$ cat config.mk
export PLATFORM = sky130hd
export DESIGN_NAME = decode_stage
export DESIGN_NICKNAME = d
export VERILOG_FILES = /design/src/rtl/decode_stage_pkg.sv /design/src/rtl/decode_stage_instr_decoder.sv /design/src/rtl/decode_stage.sv
export SDC_FILE = /design/constraint.sdc
export NUM_CORES = 1
export LEC_CHECK = 0
export CORE_UTILIZATION = 35
export CTS_CLUSTER_DIAMETER = 80
export CTS_CLUSTER_SIZE = 16
export DETAILED_ROUTE_END_ITERATION = 6
export GPL_TIMING_DRIVEN = 1
export PLACE_DENSITY = 0.72
export RECOVER_POWER = 100
export SYNTH_ARGS = -nofsm -noshare
export SYNTH_HDL_FRONTEND = slang
export SYNTH_SLANG_ARGS = --single-unit
$ cat constraint.sdc
create_clock -name clk -period 2.1 [get_ports clk]
set_clock_uncertainty 0.15 [all_clocks]
set_input_delay 0.42 -clock clk [delete_from_list [all_inputs] [get_ports clk]]
set_output_delay 0.42 -clock clk [all_outputs]
set_load 0.01 [all_outputs]
$ cat src/rtl/decode_stage_pkg.sv
// Shared decode types: ALU/branch/memory/writeback encodings, RV32I opcodes and
// the registered execute bundle that the decode stage hands to execute.
package decode_stage_pkg;

  typedef enum logic [3:0] {
    ALU_OP_ADD    = 4'd0,
    ALU_OP_SUB    = 4'd1,
    ALU_OP_AND    = 4'd2,
    ALU_OP_OR     = 4'd3,
    ALU_OP_XOR    = 4'd4,
    ALU_OP_SLL    = 4'd5,
    ALU_OP_SRL    = 4'd6,
    ALU_OP_SRA    = 4'd7,
    ALU_OP_SLT    = 4'd8,
    ALU_OP_SLTU   = 4'd9,
    ALU_OP_COPY_B = 4'd10
  } alu_op_t;

  typedef enum logic [3:0] {
    BR_NONE = 4'd0,
    BR_EQ   = 4'd1,
    BR_NE   = 4'd2,
    BR_LT   = 4'd3,
    BR_GE   = 4'd4,
    BR_LTU  = 4'd5,
    BR_GEU  = 4'd6,
    BR_JAL  = 4'd7,
    BR_JALR = 4'd8
  } br_type_t;

  typedef enum logic [3:0] {
    MEM_NONE = 4'd0,
    MEM_LB   = 4'd1,
    MEM_LH   = 4'd2,
    MEM_LW   = 4'd3,
    MEM_LBU  = 4'd4,
    MEM_LHU  = 4'd5,
    MEM_SB   = 4'd6,
    MEM_SH   = 4'd7,
    MEM_SW   = 4'd8
  } mem_op_t;

  typedef enum logic [1:0] {
    WB_ALU = 2'd0,
    WB_MEM = 2'd1,
    WB_PC4 = 2'd2
  } wb_sel_t;

  localparam logic [6:0] OPC_LOAD     = 7'b0000011;
  localparam logic [6:0] OPC_MISC_MEM = 7'b0001111;
  localparam logic [6:0] OPC_OP_IMM   = 7'b0010011;
  localparam logic [6:0] OPC_AUIPC    = 7'b0010111;
  localparam logic [6:0] OPC_STORE    = 7'b0100011;
  localparam logic [6:0] OPC_OP       = 7'b0110011;
  localparam logic [6:0] OPC_LUI      = 7'b0110111;
  localparam logic [6:0] OPC_BRANCH   = 7'b1100011;
  localparam logic [6:0] OPC_JALR     = 7'b1100111;
  localparam logic [6:0] OPC_JAL      = 7'b1101111;
  localparam logic [6:0] OPC_SYSTEM   = 7'b1110011;

  typedef struct packed {
    logic [4:0]  rs1;
    logic [4:0]  rs2;
    logic [4:0]  rd;
    logic [31:0] imm;
    alu_op_t     alu_op;
    logic        a_sel;
    logic        b_sel;
    br_type_t    br;
    mem_op_t     mem;
    wb_sel_t     wb_sel;
    logic        wb_en;
    logic        illegal;
  } decode_bundle_t;

  // Idle bundle: everything zero, which also encodes ADD/NONE/ALU.
  function automatic decode_bundle_t bundle_idle();
    decode_bundle_t b;
    b        = '0;
    b.alu_op = ALU_OP_ADD;
    b.br     = BR_NONE;
    b.mem    = MEM_NONE;
    b.wb_sel = WB_ALU;
    return b;
  endfunction

endpackage

$ cat src/rtl/decode_stage_instr_decoder.sv
// Purely combinational RV32I decoder: raw instruction -> execute bundle.
// Fields the instruction format does not use are left at zero.
module instr_decoder
  import decode_stage_pkg::*;
(
  input  logic [31:0]    instr,
  output decode_bundle_t bundle
);

  logic [6:0]  opcode;
  logic [2:0]  funct3;
  logic [6:0]  funct7;
  logic [4:0]  rs1, rs2, rd;
  logic [31:0] imm_i, imm_s, imm_b, imm_u, imm_j, imm_sh;
  logic        rd_used;
  logic        ill;
  decode_bundle_t d;

  assign opcode = instr[6:0];
  assign funct3 = instr[14:12];
  assign funct7 = instr[31:25];
  assign rs1    = instr[19:15];
  assign rs2    = instr[24:20];
  assign rd     = instr[11:7];

  assign imm_i  = {{20{instr[31]}}, instr[31:20]};
  assign imm_s  = {{20{instr[31]}}, instr[31:25], instr[11:7]};
  assign imm_b  = {{19{instr[31]}}, instr[31], instr[7], instr[30:25], instr[11:8], 1'b0};
  assign imm_u  = {instr[31:12], 12'b0};
  assign imm_j  = {{11{instr[31]}}, instr[31], instr[19:12], instr[20], instr[30:21], 1'b0};
  assign imm_sh = {27'b0, instr[24:20]};

  always_comb begin
    // NOTE: every signal gets a default before the case so no path leaves one unassigned (no latch).
    d       = bundle_idle();
    rd_used = 1'b0;
    ill     = 1'b0;

    case (opcode)
      OPC_OP_IMM: begin
        d.rs1 = rs1; d.rd = rd; rd_used = 1'b1;
        d.b_sel = 1'b1; d.imm = imm_i;
        case (funct3)
          3'b000: d.alu_op = ALU_OP_ADD;
          3'b010: d.alu_op = ALU_OP_SLT;
          3'b011: d.alu_op = ALU_OP_SLTU;
          3'b100: d.alu_op = ALU_OP_XOR;
          3'b110: d.alu_op = ALU_OP_OR;
          3'b111: d.alu_op = ALU_OP_AND;
          3'b001: begin
            d.alu_op = ALU_OP_SLL; d.imm = imm_sh;
            ill = (funct7 != 7'h00);
          end
          default: begin
            d.imm = imm_sh;
            if (funct7 == 7'h00)      d.alu_op = ALU_OP_SRL;
            else if (funct7 == 7'h20) d.alu_op = ALU_OP_SRA;
            else                      ill = 1'b1;
          end
        endcase
      end
      OPC_OP: begin
        d.rs1 = rs1; d.rs2 = rs2; d.rd = rd; rd_used = 1'b1;
        if (funct7 == 7'h00) begin
          case (funct3)
            3'b000:  d.alu_op = ALU_OP_ADD;
            3'b001:  d.alu_op = ALU_OP_SLL;
            3'b010:  d.alu_op = ALU_OP_SLT;
            3'b011:  d.alu_op = ALU_OP_SLTU;
            3'b100:  d.alu_op = ALU_OP_XOR;
            3'b101:  d.alu_op = ALU_OP_SRL;
            3'b110:  d.alu_op = ALU_OP_OR;
            default: d.alu_op = ALU_OP_AND;
          endcase
        end else if (funct7 == 7'h20 && funct3 == 3'b000) d.alu_op = ALU_OP_SUB;
        else if (funct7 == 7'h20 && funct3 == 3'b101)     d.alu_op = ALU_OP_SRA;
        else ill = 1'b1;
      end
      OPC_LUI: begin
        d.rd = rd; rd_used = 1'b1;
        d.alu_op = ALU_OP_COPY_B; d.b_sel = 1'b1; d.imm = imm_u;
      end
      OPC_AUIPC: begin
        d.rd = rd; rd_used = 1'b1;
        d.a_sel = 1'b1; d.b_sel = 1'b1; d.imm = imm_u;
      end
      OPC_JAL: begin
        d.rd = rd; rd_used = 1'b1;
        d.a_sel = 1'b1; d.b_sel = 1'b1; d.imm = imm_j;
        d.wb_sel = WB_PC4; d.br = BR_JAL;
      end
      OPC_JALR: begin
        d.rs1 = rs1; d.rd = rd; rd_used = 1'b1;
        d.b_sel = 1'b1; d.imm = imm_i;
        d.wb_sel = WB_PC4; d.br = BR_JALR;
        ill = (funct3 != 3'b000);
      end
      OPC_BRANCH: begin
        // Execute resolves the condition from the SUB result flags.
        d.rs1 = rs1; d.rs2 = rs2; d.imm = imm_b; d.alu_op = ALU_OP_SUB;
        case (funct3)
          3'b000:  d.br = BR_EQ;
          3'b001:  d.br = BR_NE;
          3'b100:  d.br = BR_LT;
          3'b101:  d.br = BR_GE;
          3'b110:  d.br = BR_LTU;
          3'b111:  d.br = BR_GEU;
          default: ill = 1'b1;
        endcase
      end
      OPC_LOAD: begin
        d.rs1 = rs1; d.rd = rd; rd_used = 1'b1;
        d.b_sel = 1'b1; d.imm = imm_i; d.wb_sel = WB_MEM;
        case (funct3)
          3'b000:  d.mem = MEM_LB;
          3'b001:  d.mem = MEM_LH;
          3'b010:  d.mem = MEM_LW;
          3'b100:  d.mem = MEM_LBU;
          3'b101:  d.mem = MEM_LHU;
          default: ill = 1'b1;
        endcase
      end
      OPC_STORE: begin
        d.rs1 = rs1; d.rs2 = rs2;
        d.b_sel = 1'b1; d.imm = imm_s;
        case (funct3)
          3'b000:  d.mem = MEM_SB;
          3'b001:  d.mem = MEM_SH;
          3'b010:  d.mem = MEM_SW;
          default: ill = 1'b1;
        endcase
      end
      OPC_MISC_MEM: ill = (funct3 != 3'b000);
      OPC_SYSTEM:   ill = 1'b1;
      default:      ill = 1'b1;
    endcase

    if (instr[1:0] != 2'b11) ill = 1'b1;

    d.illegal = ill;
    d.wb_en   = rd_used && (rd != 5'd0) && !ill;
    if (ill) begin
      d.mem = MEM_NONE;
      d.br  = BR_NONE;
    end
  end

  assign bundle = d;

endmodule

$ cat src/rtl/decode_stage.sv
// RV32I decode pipeline stage: valid/ready handshake around a single registered
// execute bundle, with flush from the branch unit.
module decode_stage
  import decode_stage_pkg::*;
#(
  parameter int              XLEN     = 32,
  parameter logic [XLEN-1:0] RESET_PC = '0
) (
  input  logic            clk,
  input  logic            rst,
  input  logic            in_valid,
  output logic            in_ready,
  input  logic [31:0]     in_instr,
  input  logic [XLEN-1:0] in_pc,
  input  logic            flush,
  output logic            out_valid,
  input  logic            out_ready,
  output logic [XLEN-1:0] out_pc,
  output logic [4:0]      out_rs1,
  output logic [4:0]      out_rs2,
  output logic [4:0]      out_rd,
  output logic [31:0]     out_imm,
  output alu_op_t         out_alu_op,
  output logic            out_a_sel,
  output logic            out_b_sel,
  output br_type_t        out_br,
  output mem_op_t         out_mem,
  output wb_sel_t         out_wb_sel,
  output logic            out_wb_en,
  output logic            out_illegal
);

  if (XLEN != 32) begin : g_xlen_check
    $error("decode_stage supports XLEN=32 only");
  end

  decode_bundle_t  dec_bundle;
  decode_bundle_t  bundle_q;
  logic [XLEN-1:0] pc_q;
  logic            valid_q;
  logic            accept;

  instr_decoder u_decoder (
    .instr  (in_instr),
    .bundle (dec_bundle)
  );

  assign in_ready = !valid_q || out_ready;
  assign accept   = in_valid && in_ready && !flush;

  // Payload only changes on accept, so a stalled bundle stays bit-stable.
  always_ff @(posedge clk) begin
    // NOTE: sequential state uses non-blocking assignments so every register samples pre-edge values.
    if (rst) begin
      valid_q  <= 1'b0;
      pc_q     <= RESET_PC;
      // NOTE: the payload is reset as well (not just valid) so outputs are defined zeros after reset.
      bundle_q <= bundle_idle();
    end else if (flush) begin
      valid_q  <= 1'b0;
    end else if (accept) begin
      valid_q  <= 1'b1;
      pc_q     <= in_pc;
      bundle_q <= dec_bundle;
    end else if (out_ready) begin
      valid_q  <= 1'b0;
    end
  end

  assign out_valid   = valid_q;
  assign out_pc      = pc_q;
  assign out_rs1     = bundle_q.rs1;
  assign out_rs2     = bundle_q.rs2;
  assign out_rd      = bundle_q.rd;
  assign out_imm     = bundle_q.imm;
  assign out_alu_op  = bundle_q.alu_op;
  assign out_a_sel   = bundle_q.a_sel;
  assign out_b_sel   = bundle_q.b_sel;
  assign out_br      = bundle_q.br;
  assign out_mem     = bundle_q.mem;
  assign out_wb_sel  = bundle_q.wb_sel;
  assign out_wb_en   = bundle_q.wb_en;
  assign out_illegal = bundle_q.illegal;

endmodule

==> results_dict.tcl, run 1 <==
set metrics [dict create \
    drv_cap 0 \
    n_antenna_cell 0 \
    grt_max_degree 40 \
    postCtsHoldBufs 0 \
    die_height_um 113 \
    period_share 0.985 \
    tightest_slew_ns 0.428 \
    ys.flop_type "dfxtp_1" \
    core_sq_mm 0.0120 \
    path_class "in2reg" \
    io_buffers 167 \
    hold_path_startpoint "out_imm[11]" \
    cp.arrival_ns 2.20 \
    ys_warn_count 0 \
    synth_area_leaders "dfxtp_1, nand2_1, a21oi_1" \
    rr_worst_depth 6 \
    rsz0062_at_grt "yes" \
    rr_endpoint "out_alu_op[2]" \
    yosys.cell_count.top_type "nand2_1" \
    cts_buffer_depth 2 \
    end_kind "flop" \
    layout_min_cycle_time_ns 2.07 \
    worstSkewPairLatency_ns 0.34 \
    drive_gt1_frac 0.176 \
    yosys.area.top_type "dfxtp_1" \
    syn_inst 538 \
    r2r_start "out_valid" \
    die-width_um 113 \
    final_core_util 0.592 \
    routed_wl_um 15100 \
    vdd_drop_max_uv 476 \
    path_max_fanout 2 \
    synth_area_per_cell_sq_um 7.99 \
    syn2layout_area_growth_pct 65.4 \
    clk_pin_slew_ns 0.07 \
    async_reset_ff_frac 0 \
    first_iter_violations 267 \
    grt.total_usage 0.241 \
    ant_nets 0 \
    max_stage_delay_ns 0.45 \
    pre_cts_ws_ns -0.425 \
    hold_viol 0 \
    hp-class "reg2reg" \
    pin_count 168 \
    ys_top_cells_by_count "nand2_1, dfxtp_1, a21oi_1" \
    power.leakage_nw 2.98 \
    place_hpwl_um 11400 \
    synth_area_sq_mm 0.00430 \
    crit_family "simple AND/OR/NAND/NOR gates" \
    grt_pass1_vias 4662 \
    slew_headroom 0.715 \
    whs_ns 0.293 \
    synth-seq-area-share 0.456 \
    worst_slack_ns 0.0313 \
    power.total_mw 4.36 \
    clockRootBuffer "clkbuf_16" \
    antenna_found_initial 0 \
    ff2ff_setup_slack_ns 0.17 \
    gp_congestion 0.873 \
    status "complete, no violations" \
    crit_buf_inv 1 \
    tritoncts "done" \
    dr.pass1.iters 5 \
    place_area_sq_mm 0.00672 \
    synth_seq_cells 98 \
    wl_per_cell_um 16.4 \
    vias 4769 \
    vias_per_cell 5.18 \
    route.detailed.drc 0 \
    numCtsBuffers 9 \
    worstPathRequired_ns 2.23 \
    initial_core_util 0.358 \
    setup_viol 0 \
    dieArea_sq_mm 0.0127 \
    fmax_mhz 483 \
    worstSetupStartpointType "input port" \
    maxSlewViolCount 0 \
    syn_nets 607 \
    dp_cells 903 \
    synth_cell_types 61 \
    ctsHtreeMaxLevel 3 \
    stdcell_count 921 \
    crit_path_top_delay_cell "or4_4" \
    tritoncts_num_sinks 98 \
    nets 838 \
    min_path_cells 2 \
    path_cells "clkdlybuf4s50_1, or4_4, a211oi_2, o2111ai_2, or4_1, a21oi_1" \
    min_to "out_imm[11]" \
    power_density_mw_per_mm2 613 \
    synth_top_area_share 0.456 \
    fin_area_sq_mm 0.00711 \
    synth-edff-count 0 \
    final.setup.tns_ns 0 \
    overflow 0 \
    rows 40 \
    grt_pass1_wl_um 24100 \
]
==> what timing repair did <==
| item | CTS | global route |
|---|---|---|
| setup endpoints to repair | 28 | 53 |
| setup buffers | 1 | 1 |
| pin swaps | 5 | 8 |
| gates resized for setup | 11 | 26 |
==> tightest hold or removal path, stage by stage, from the launching register on <==
cell	delay [ns]
dfxtp_1	0.31
nand2_1	0.04
o21ai_1	0.05
==> final cells by class <==
| cell class | count | area [sq um] |
|---|---|---|
| fill | 1095 | 4900 |
| multi-input combinational | 388 | 2190 |
| clock inverter | 7 | 100 |
| sequential | 98 | 1960 |
| clock buffer | 9 | 225 |
| tap | 147 | 184 |
| inverter | 7 | 26.3 |
| timing repair buffer | 265 | 2420 |
==> per-layer routing <==
layer | GRT usage | share of wire
met2 | 0.407 | 0.47
met5 | 0 | 0
met3 | 0.0380 | 0.059
met4 | 0.0942 | 0.016
met1 | 0.310 | 0.45
==> registers in the layout, summed over array words and instances, names as in the netlist, 2 cells and up <==
register	flops
out_rs1	5
out_mem	4
out_rs2	5
out_rd	5
out_pc	32
out_br	4
out_alu_op	4
out_wb_sel	2
out_imm	32
==> cells in the final DEF, fill, tap and decap left out, types with 4 or more instances in the layout <==
master / count
nand4_1: 6
a21oi_1: 54
o21ai_1: 11
a22oi_1: 33
dlymetal6s2s_1: 5
nand3_1: 14
clkdlybuf4s50_1: 57
clkbuf_16: 9
nand2b_1: 7
buf_4: 84
dlygate4sd3_1: 98
nor2_1: 42
o21ai_0: 17
inv_1: 7
clkbuf_4: 5
nand2_1: 117
dlygate4sd2_1: 6
dfxtp_1: 98
a211oi_1: 4
nor3_1: 9
a2bb2oi_1: 8
==> kinds of logic after synthesis <==
group / share of synthesized area
and+or+nand+nor: 0.236
AOI/OAI and AO/OA: 0.241
DFF: 0.456
buffers and inverters: 0.0527
xor gates and xnor gates: 0.00611
muxes: 0.00757
==> how the worst max path moves through the flow <==
stage                       from            end  depth (start not counted)
CTS                  in_instr[1]  out_alu_op[0]                          8
global placement     in_instr[5]     out_imm[6]                          8
global route        in_instr[12]    out_imm[19]                          8
finish              in_instr[26]  out_alu_op[2]                          6
detailed placement   in_instr[5]     out_imm[5]                          8
floorplan            in_instr[4]    out_imm[27]                          9
==> report_power, final <==
group / internal [mW] / switching, mW / total, mW
Clock: 1.05 / 0.739 / 1.79
Sequential: 1.90 / 0.0180 / 1.92
Combinational: 0.336 / 0.314 / 0.650
No activity file was read; power rests on OpenSTA's default activity.
==> inputs of run 2 (changes only) <==
--- a/config.mk
+++ b/config.mk
@@ -9,8 +9,9 @@
 export CTS_CLUSTER_DIAMETER = 80
 export CTS_CLUSTER_SIZE = 16
 export DETAILED_ROUTE_END_ITERATION = 6
+export DONT_BUFFER_PORTS = 1
 export GPL_TIMING_DRIVEN = 1
-export PLACE_DENSITY = 0.72
+export PLACE_DENSITY = 0.54
 export RECOVER_POWER = 100
 export SYNTH_ARGS = -nofsm -noshare
 export SYNTH_HDL_FRONTEND = slang
==> run 2 against run 1 <==
Global-route usage shrank 4.0 points. Routed wire length shrank 16%. Sequential share of layout area grew 13 points. Setup slack gained 0.10 ns. Count of clock-buffer cells in the layout grew 1. First-iteration DRC count grew 23%. Non-clock buffer count shrank 244. Highest routed layer unchanged.
==> results_dict.tcl, run 2 (synthesis results as in run 1) <==
set metrics [dict create \
    regArea_sq_mm 0.00196 \
    crit_path_top_delay_cell "dfxtp_1" \
    layout_min_cycle_time_ns 1.97 \
    pin_count 168 \
    r2r_start "out_valid" \
    final_core_util 0.398 \
    die_height_um 113 \
    wl_per_cell_um 18.8 \
    end_kind "flop" \
    overflow 0 \
    syn2layout_area_growth_pct 11.3 \
    multi_input_area_sq_mm 0.00212 \
    ant_nets 0 \
    die-width_um 113 \
    worstPathRequired_ns 2.19 \
    cp.arrival_ns 2.05 \
    gp_congestion 0.902 \
    mostFrequentLayoutCells "nand2_1, dfxtp_1, a21oi_1" \
    max_stage_delay_ns 0.34 \
    initial_core_util 0.358 \
    numCtsBuffers 9 \
    ff2ff_setup_slack_ns 0.13 \
    vias 3904 \
    clk_pin_slew_ns 0.06 \
    fmax_mhz 509 \
    grt.total_usage 0.201 \
    status "complete, no violations" \
    n_antenna_cell 0 \
    hold_path_startpoint "rst" \
    nFillCells 1237 \
    power.total_mw 3.84 \
    min_path_cells 1 \
    drv_cap 0 \
    worstSetupStartpointType "flop" \
    rr_worst_depth 6 \
    vias_per_cell 5.78 \
    drive_gt1_frac 0.0851 \
    setup_viol 0 \
    hold_viol 0 \
    clockRootBuffer "clkbuf_16" \
    period_share 0.936 \
    nets 594 \
    antenna_found_initial 0 \
    io_buffers 0 \
    cts_setup_buffers 0 \
    hp-class "in2reg" \
    route.detailed.drc 0 \
    power_density_mw_per_mm2 803 \
    min_to "out_br[3]" \
    grt_max_degree 68 \
    dieArea_sq_mm 0.0127 \
    core_sq_mm 0.0120 \
    first_iter_violations 329 \
    vdd_drop_max_uv 422 \
    tritoncts_num_sinks 98 \
    place_hpwl_um 9140 \
    rows 40 \
    path_max_fanout 19 \
    worstSkewPairLatency_ns 0.34 \
    power.leakage_nw 1.61 \
    slew_headroom 0.646 \
    fin_area_sq_mm 0.00478 \
    rr_endpoint "out_alu_op[1]" \
    cts_buffer_depth 2 \
    rsz0062_at_grt "no" \
    grt_pass1_vias 3634 \
    tritoncts "done" \
    path_class "reg2reg" \
    place_area_sq_mm 0.00446 \
    dr.pass1.iters 5 \
    mostFrequentLayoutCell "nand2_1" \
    routed_wl_um 12700 \
    tightest_slew_ns 0.531 \
    grt_pass1_wl_um 19600 \
    ctsHtreeMaxLevel 3 \
    path_cells "nor2b_2, nor3b_4, buf_4, nor2_1, clkbuf_4, a22o_1" \
    maxSlewViolCount 0 \
]
==> run 2: cell count changes in the layout (fill, tap and decap cells not counted), sizes merged <==
cell	delta
dlygate4sd2	-6
dlymetal6s2s	-5
bufinv	-1
clkinvlp	-3
clkinv	+3
buf	-73
clkbuf	-5
inv	-1
clkdlybuf4s50	-57
dlygate4sd3	-97
==> run 2: per-stage QoR <==
step	TNS [ns]	hold WS (ns)	std cells	setup slack, ns
after global placement	0	0.331	659	0.0353
after CTS	0	0.00343	676	0.102
final	0	0.0263	676	0.134
after floorplan	0	0.320	538	0.0980
after detailed placement	-0.00494	0.338	659	-0.00494
after global routing	0	0.0127	676	0.0532
==> run 2: timing repair <==
| item | 4_1_cts | 5_1_grt |
|---|---|---|
| endpoints found under the setup margin | 0 | 7 |
| hold buffers | 2 | 0 |
| gates resized for setup | 0 | 3 |
| hold endpoints to repair | 67 | 0 |
==> run 2: cell type report <==
class | instances | share of cell area
repair buffers | 21 | 0.0419
multi-input cells | 388 | 0.443
clock inverters | 5 | 0.0112
inverters | 7 | 0.00549
well taps | 147 | 0.0385
flip-flops and latches | 98 | 0.410
clock buffers | 10 | 0.0500
==> run 2: worst max-delay path by stage <==
| stage | start | to | slack [ns] |
|---|---|---|---|
| final | out_valid | out_alu_op[1] | 0.13 |
| after global routing | out_valid | out_pc[7] | 0.05 |
| after CTS | out_valid | out_rs1[1] | 0.10 |
| after detailed placement | in_instr[26] | out_alu_op[2] | -0.005 |
| after global placement | in_instr[26] | out_alu_op[2] | 0.04 |
| after floorplan | in_instr[4] | out_imm[27] | 0.1 |
==> run 2: per-layer routing <==
metal / vias to the layer above / share of wire / global-route usage
met1: 1847 / 0.41 / 0.239
met4: 0 / 0.015 / 0.0773
li1: 1859 / - / -
met2: 184 / 0.46 / 0.324
met3: 14 / 0.11 / 0.0819
met5: - / 0 / 0
==> run 2: critical path: cells and delay by family (launching register included) <==
kind | cells | cell delay [ns]
AO/OA/AOI/OAI | 1 | 0.27
buffers and inverters | 2 | 0.49
flip-flops | 1 | 0.34
AND/OR/NAND/NOR | 3 | 0.60
==> run 2: where the power goes <==
part	leakage (nW)	switching [mW]	internal (mW)
registers	0.794	0.0455	1.90
clock network	0.148	0.679	0.946
logic	0.671	0.163	0.108
total	1.61	0.887	2.95
